**src/rtl/adder_pkg.sv**
```systemverilog
// Shared helpers for the pipelined adder: chunk indexing and configuration check.
// ADDER_OVF_EN adds the operand-MSB skew lane used for the signed-overflow flag.
package adder_pkg;

`ifdef ADDER_OVF_EN
  localparam int unsigned MsbBits = 2;
`else
  localparam int unsigned MsbBits = 0;
`endif

  function automatic int unsigned stage_lo(input int unsigned k, input int unsigned chunk);
    return k * chunk;
  endfunction

  function automatic bit cfg_ok(input int unsigned width, input int unsigned stages);
    return (stages >= 1) && (stages <= width) && ((width % stages) == 0);
  endfunction

endpackage

```
**src/rtl/add_stage.sv**
```systemverilog
// One pipeline slot: CHUNK-bit adder, carry register, valid bit and the skew/deskew lane.
module add_stage #(
  parameter int unsigned CHUNK     = 8,
  parameter int unsigned LANE_BITS = 96
) (
  input  logic                 clk,
  input  logic                 rst_n,
  input  logic                 adv_i,
  input  logic                 valid_i,
  input  logic [CHUNK-1:0]     a_i,
  input  logic [CHUNK-1:0]     b_i,
  input  logic                 carry_i,
  input  logic [LANE_BITS-1:0] lane_i,
  output logic                 valid_o,
  output logic [CHUNK-1:0]     sum_o,
  output logic                 carry_o,
  output logic [LANE_BITS-1:0] lane_o
);

  logic                 valid_q, valid_d;
  logic                 carry_q, carry_d;
  logic [CHUNK-1:0]     sum_q, sum_d;
  logic [LANE_BITS-1:0] lane_q, lane_d;
  logic [CHUNK:0]       add_res;

  always_comb begin
    add_res = {1'b0, a_i} + {1'b0, b_i} + {{CHUNK{1'b0}}, carry_i};
    valid_d = valid_q;
    carry_d = carry_q;
    sum_d   = sum_q;
    lane_d  = lane_q;
    if (adv_i) begin
      valid_d          = valid_i;
      {carry_d, sum_d} = add_res;
      lane_d           = lane_i;
    end
  end

  always_ff @(posedge clk or negedge rst_n) begin
    if (!rst_n) begin
      valid_q <= 1'b0;
      carry_q <= 1'b0;
      sum_q   <= '0;
      lane_q  <= '0;
    end else begin
      valid_q <= valid_d;
      carry_q <= carry_d;
      sum_q   <= sum_d;
      lane_q  <= lane_d;
    end
  end

  assign valid_o = valid_q;
  assign carry_o = carry_q;
  assign sum_o   = sum_q;
  assign lane_o  = lane_q;

endmodule

```
**src/rtl/pipelined_adder.sv**
```systemverilog
// Pipelined carry-chain adder: one CHUNK per stage, carry registered between stages.
// Define ADDER_OVF_EN to add the signed-overflow output ovf.
module pipelined_adder
  import adder_pkg::*;
#(
  parameter int unsigned WIDTH  = 32,
  parameter int unsigned STAGES = 4
) (
  input  logic             clk,
  input  logic             rst_n,
  input  logic             in_valid,
  output logic             in_ready,
  input  logic [WIDTH-1:0] a,
  input  logic [WIDTH-1:0] b,
  input  logic             cin,
  output logic             out_valid,
  input  logic             out_ready,
  output logic [WIDTH-1:0] sum,
  output logic             carry
`ifdef ADDER_OVF_EN
  ,
  output logic             ovf
`endif
);

  localparam int unsigned Chunk    = WIDTH / STAGES;
  // Lane layout, MSB first: {a, b, finished sum, operand MSBs}
  localparam int unsigned LaneBits = 3 * WIDTH + MsbBits;
  localparam int unsigned SOff     = MsbBits;
  localparam int unsigned BOff     = MsbBits + WIDTH;
  localparam int unsigned AOff     = MsbBits + 2 * WIDTH;

  if (!cfg_ok(WIDTH, STAGES)) begin : g_bad_cfg
    $error("pipelined_adder: WIDTH must be a multiple of STAGES and 1 <= STAGES <= WIDTH");
  end

  logic                             adv;
  logic [STAGES-1:0][Chunk-1:0]     a_ch, b_ch, s_q;
  logic [STAGES-1:0]                v_in, c_in, v_q, c_q;
  logic [STAGES-1:0][LaneBits-1:0]  lane_in, lane_out;

  always_comb begin
    adv      = out_ready | ~out_valid;
    in_ready = adv;
  end

  for (genvar k = 0; k < STAGES; k++) begin : g_stage
    localparam int unsigned Lo = stage_lo(k, Chunk);

    if (k == 0) begin : g_head
      assign v_in[k] = in_valid;
      assign c_in[k] = cin;
      assign a_ch[k] = a[Chunk-1:0];
      assign b_ch[k] = b[Chunk-1:0];
`ifdef ADDER_OVF_EN
      assign lane_in[k] = {a, b, {WIDTH{1'b0}}, a[WIDTH-1], b[WIDTH-1]};
`else
      assign lane_in[k] = {a, b, {WIDTH{1'b0}}};
`endif
    end else begin : g_body
      assign v_in[k] = v_q[k-1];
      assign c_in[k] = c_q[k-1];
      assign a_ch[k] = lane_out[k-1][AOff+Lo +: Chunk];
      assign b_ch[k] = lane_out[k-1][BOff+Lo +: Chunk];
      // The previous chunk's sum slot is still zero upstream, so OR-ing it in is exact.
      assign lane_in[k] = lane_out[k-1] | (LaneBits'(s_q[k-1]) << (SOff + Lo - Chunk));
    end

    add_stage #(
      .CHUNK    (Chunk),
      .LANE_BITS(LaneBits)
    ) u_stage (
      .clk    (clk),
      .rst_n  (rst_n),
      .adv_i  (adv),
      .valid_i(v_in[k]),
      .a_i    (a_ch[k]),
      .b_i    (b_ch[k]),
      .carry_i(c_in[k]),
      .lane_i (lane_in[k]),
      .valid_o(v_q[k]),
      .sum_o  (s_q[k]),
      .carry_o(c_q[k]),
      .lane_o (lane_out[k])
    );
  end

  assign out_valid = v_q[STAGES-1];
  assign carry     = c_q[STAGES-1];
  assign sum       = lane_out[STAGES-1][SOff +: WIDTH]
                   | (WIDTH'(s_q[STAGES-1]) << (WIDTH - Chunk));

  // Operand copies have no consumer past the last stage.
  logic unused_lane;
  assign unused_lane = ^lane_out[STAGES-1][LaneBits-1:BOff];

`ifdef ADDER_OVF_EN
  logic a_msb, b_msb;
  assign a_msb = lane_out[STAGES-1][1];
  assign b_msb = lane_out[STAGES-1][0];
  assign ovf   = (a_msb == b_msb) & (sum[WIDTH-1] != a_msb);
`endif

endmodule
```
**config.mk**
```make
export PLATFORM = sky130hd
export DESIGN_NAME = pipelined_adder
export DESIGN_NICKNAME = d
export VERILOG_FILES = /design/src/rtl/adder_pkg.sv /design/src/rtl/add_stage.sv /design/src/rtl/pipelined_adder.sv
export SDC_FILE = /design/constraint.sdc
export NUM_CORES = 1
export LEC_CHECK = 0
export CAP_MARGIN = 25
export CORE_UTILIZATION = 30
export CTS_CLUSTER_DIAMETER = 50
export CTS_CLUSTER_SIZE = 40
export DETAILED_ROUTE_END_ITERATION = 8
export SYNTH_ARGS = -nofsm -noshare
export SYNTH_HDL_FRONTEND = slang
export SYNTH_HIERARCHICAL = 1
export SYNTH_SLANG_ARGS = --single-unit
```
**constraint.sdc**
```tcl
create_clock -name clk -period 3.76 [get_ports clk]
set_input_delay 0.752 -clock clk [delete_from_list [all_inputs] [get_ports clk]]
set_output_delay 0.752 -clock clk [all_outputs]
set_load 0.02 [all_outputs]
```
* Word-level counts from Yosys, hierarchy flattened
Cells that the tools add are included.
** Storage, ports and cells
- Flip-flop bits (word level) :: 328
- Output and inout port bits :: 35
- Logic and storage cells :: 30
** Cells by class
- Add/sub/neg operators :: 8
- Bitwise gates (word level) :: 6
** Operator list (count)
- 96-bit by 16-bit OR with 96-bit output :: 1
- 96-bit by 8-bit OR with 96-bit output :: 1
- 8-bit by 8-bit adder with 9-bit output :: 4
- 9-bit by 1-bit adder with 9-bit output :: 4
- 32-bit by 24-bit OR with 32-bit output :: 1
- 32-bit OR :: 1
- 1-bit NOT :: 1
- 1-bit OR :: 1

* Depth between registers and ports, before layout
- Word-level depth :: 2
- Gate-level depth with buffers :: 7
- Gate-level depth less buffers :: 6

* By module
Netlist, hierarchy kept.
** By module, submodules not included
- add_stage (g_stage[2].u_stage ...) :: times used 2, cells an instance 278, area an instance 4326.6 µm², seq. area each 2652.5 µm²
- add_stage (g_stage[0].u_stage ...) :: times used 2, cells an instance 280, area an instance 4274.1 µm², seq. area each 2652.5 µm²
- pipelined_adder :: times used 1, cells an instance 34, area an instance 210.2 µm², seq. area each 0.0 µm²

* Worst setup path before layout
OpenSTA, ideal clock, no wires.
- Path type :: in2reg
- From :: input a[0]
- To :: register g_stage[0].u_stage.sum_q[6]
- Library setup time :: 0.131 ns
- Arrival time :: 2.501 ns
- Required time :: 3.629 ns
- Path slack :: 1.128 ns
- Stages :: 6
- Path buffers :: 0
- Cells stage by stage :: fa_1 > fa_1 > a211oi_2 > o21bai_1 > and4b_1 > or3_1
** Between the ends
- Longest elaborated chain between the ends :: 2
** RTL lines
- from (decl) :: line pipelined_adder.sv:13 : input logic [WIDTH-1:0] a,
- 8-bit by 8-bit adder with 9-bit output :: line add_stage.sv:27 : add_res = {1'b0, a_i} + {1'b0, b_i} + {{CHUNK{1'b0}}, carry_i};
- 9-bit by 1-bit adder with 9-bit output :: line add_stage.sv:27
- to (signal assigned) :: line add_stage.sv:48 : sum_q <= sum_d;
- to (decl) :: line add_stage.sv:22 : logic [CHUNK-1:0] sum_q, sum_d;
Every way passes these cells.
A chain may end at the register's enable or synchronous reset.

* Worst setup path after layout
- From :: input out_ready
- To :: output in_ready
** Between the ends
- Longest elaborated chain between the ends :: 1
** RTL lines
- from (decl) :: line pipelined_adder.sv:17 : input logic out_ready,
- 1-bit OR :: line pipelined_adder.sv:43 : adv = out_ready | ~out_valid;
- to (decl) :: line pipelined_adder.sv:12 : output logic in_ready,
Every way passes these cells.

==> flow_metrics.env <==
export IMPL_status="completed"
export IMPL_critical_path_class="primary input to output port"
export IMPL_finalPower_w=0.0122
export IMPL_drtPass1Iterations=4
export IMPL_cts_tree="built"
export IMPL_internal_power_w=0.00837
export IMPL_n_fill_cell=3644
export IMPL_globalRouteOverflowTotal=0
export IMPL_routabilityCongestion=0.735
export IMPL_syn_avg_cell_area_um2=14.1
export IMPL_p_sw_w=0.00379
export IMPL_clk_latency_ns=0.50
export IMPL_leakage_nw=5.98
export IMPL_finalSetupViolCount=0
export IMPL_drive_above_1_share_pct=33.5
export IMPL_viasPerCell=4.46
export IMPL_wl_per_cell_um=13.2
export IMPL_seqPwrFrac_pct=37.4
export IMPL_arrival_ns=2.15
export IMPL_dp_hpwl_um=12800
export IMPL_regArea_um2=6610
export IMPL_vias=6653
export IMPL_period_needed_ns=2.90
export IMPL_max_slew_margin_pct=44.9
export IMPL_skew_ns=0.0138
export IMPL_grt_pass1_vias=6902
export IMPL_synthCells=820
export IMPL_drt_iter0_drc=258
export IMPL_diodes=0
export IMPL_drt_wl_total_um=19700
export IMPL_areaGrowthSynthToFinish_pct=25.2
export IMPL_die_area_um2=39300
export IMPL_nets=1059
export IMPL_tns_ns=0
export IMPL_htree_levels=2
export IMPL_worst_r2r_setup_slack_ns=1.34
export IMPL_netlist_area_um2=11500
export IMPL_drc=0
export IMPL_numClockSinks=264
export IMPL_maxSlewViolCount=0
export IMPL_cellPowerDensity_nw_per_um2=841
export IMPL_multi_input_area_um2=4760
export IMPL_cp_max_fo=18
export IMPL_cts_buffers_inserted=35
export IMPL_hp_class="primary input to async pin"
export IMPL_ant_nets=0
export IMPL_grt_max_degree=150
export IMPL_die_h_um=198
export IMPL_yosys_warnings=6
export IMPL_ctsLongestPathBuffers=3
export IMPL_cts_hold_buf=0
export IMPL_ioPinCount=104
export IMPL_place_ws_ns=0.553
export IMPL_port_buffer_count=103
export IMPL_tightestPinTransition_ns=0.827
export IMPL_cts_setup_buffers=0
export IMPL_finalWorstSetupSlack_ns=0.859
export IMPL_rsz0062_at_grt="no"
export IMPL_clkPwrFrac_pct=28.7
export IMPL_antenna_found_initial=0
export IMPL_hold_viol_final=0
export IMPL_core_area_um2=37800
export IMPL_sw_frac_of_total_pct=31.2
export IMPL_cp_end_kind="output port"
export IMPL_clockRootBuffer="clkbuf_16"
export IMPL_rows=71
export IMPL_crit_path_start_kind="primary input"
export IMPL_fin_crit_sh_pct=77.1
export IMPL_start_util_pct=30.6
export IMPL_required_ns=3.01
export IMPL_grt_use_total_pct=10.5
export IMPL_p_comb_share_pct=33.9
export IMPL_drv_cap=0
export IMPL_irDropWorstVdd_mv=0.410
export IMPL_clk_pin_slew_ns=0.06
export IMPL_cts_resized_gates=0
export IMPL_die_width_um=198
export IMPL_grt_pass1_wl_um=34000
export IMPL_max_freq_mhz=345
## through the flow
step	hold slack, ns	util (%)	area (µm²)	std cells
floorplan	0.456	-	11700	851
global placement	0.481	35.0	13200	1428
detailed placement	0.488	35.0	13200	1428
CTS	0.305	38.3	14500	1491
global route	0.353	38.3	14500	1491
finish	0.287	38.3	14500	1491
## registers in the layout (all words and copies together) (netlist names)
signal and cells:
g_stage.u_stage/lane_o 224, g_stage.u_stage/carry_o 4, g_stage.u_stage/sum_o 32, g_stage.u_stage/valid_o 4
## path summary, 6_finish.rpt
check / startpoint / endpoint / cells past startpoint
min in group clk: g_stage[0].u_stage/lane_o[30] / g_stage[1].u_stage/lane_o[30] / 1
setup / recovery: out_ready / in_ready / 3
hold reg to reg: g_stage[0].u_stage/lane_o[30] / g_stage[1].u_stage/lane_o[30] / 1
hold / removal: rst_n / g_stage[0].u_stage/lane_o[50] / 1
max in group asynchronous: rst_n / g_stage[3].u_stage/lane_o[2] / 2
setup reg to reg: g_stage[0].u_stage/lane_o[72] / g_stage[1].u_stage/sum_o[6] / 6
## critical path, cell delays in order
cell,delay [ns]
clkdlybuf4s50_1,0.45
nand2b_4,0.28
clkdlybuf4s50_1,0.66
## cells in the final DEF (no fill, tap or decap), types with 5 or more instances in the layout
master and n:
o211ai_1 6, nand4b_1 6, a211oi_1 12, conb_1 32, inv_6 6, or2_1 32, clkbuf_16 37, ha_1 28
clkdlybuf4s50_1 102, nand2_1 14, nor2_1 18, buf_4 5, mux2i_1 8, o22ai_1 8, mux2_2 236, fa_1 8
nor2b_1 8, inv_1 12, a21oi_1 26, dfrtp_1 264, o21ai_0 30, nand3b_1 6
## routing by layer
metal	vias to the layer above	global-route usage (%)	share of wire, %
li1	3183	-	-
met1	3331	13.9	46
met2	97	16.8	47
met3	42	2.37	3.8
met4	0	4.11	3.0
met5	-	0	0
## power by group through the flow
stage / Combinational, W / Clock [W] / Sequential [W]
floorplan: 0.00310 / 0 / 0.00455
global placement: 0.00409 / 0 / 0.00459
detailed placement: 0.00417 / 0 / 0.00462
CTS: 0.00419 / 0.00363 / 0.00458
global route: 0.00460 / 0.00374 / 0.00471
finish: 0.00413 / 0.00349 / 0.00455
## area by class of cell
cell class	count	share of cell area (%)
Timing Repair Buffer	112	7.98
Multi-Input combinational cell	529	32.9
Tap cell	511	4.42
Sequential cell	264	45.7
Clock buffer	38	6.50
Clock inverter	25	2.21
Inverter	12	0.312
Note: power is estimated with default switching activity, not from simulation.
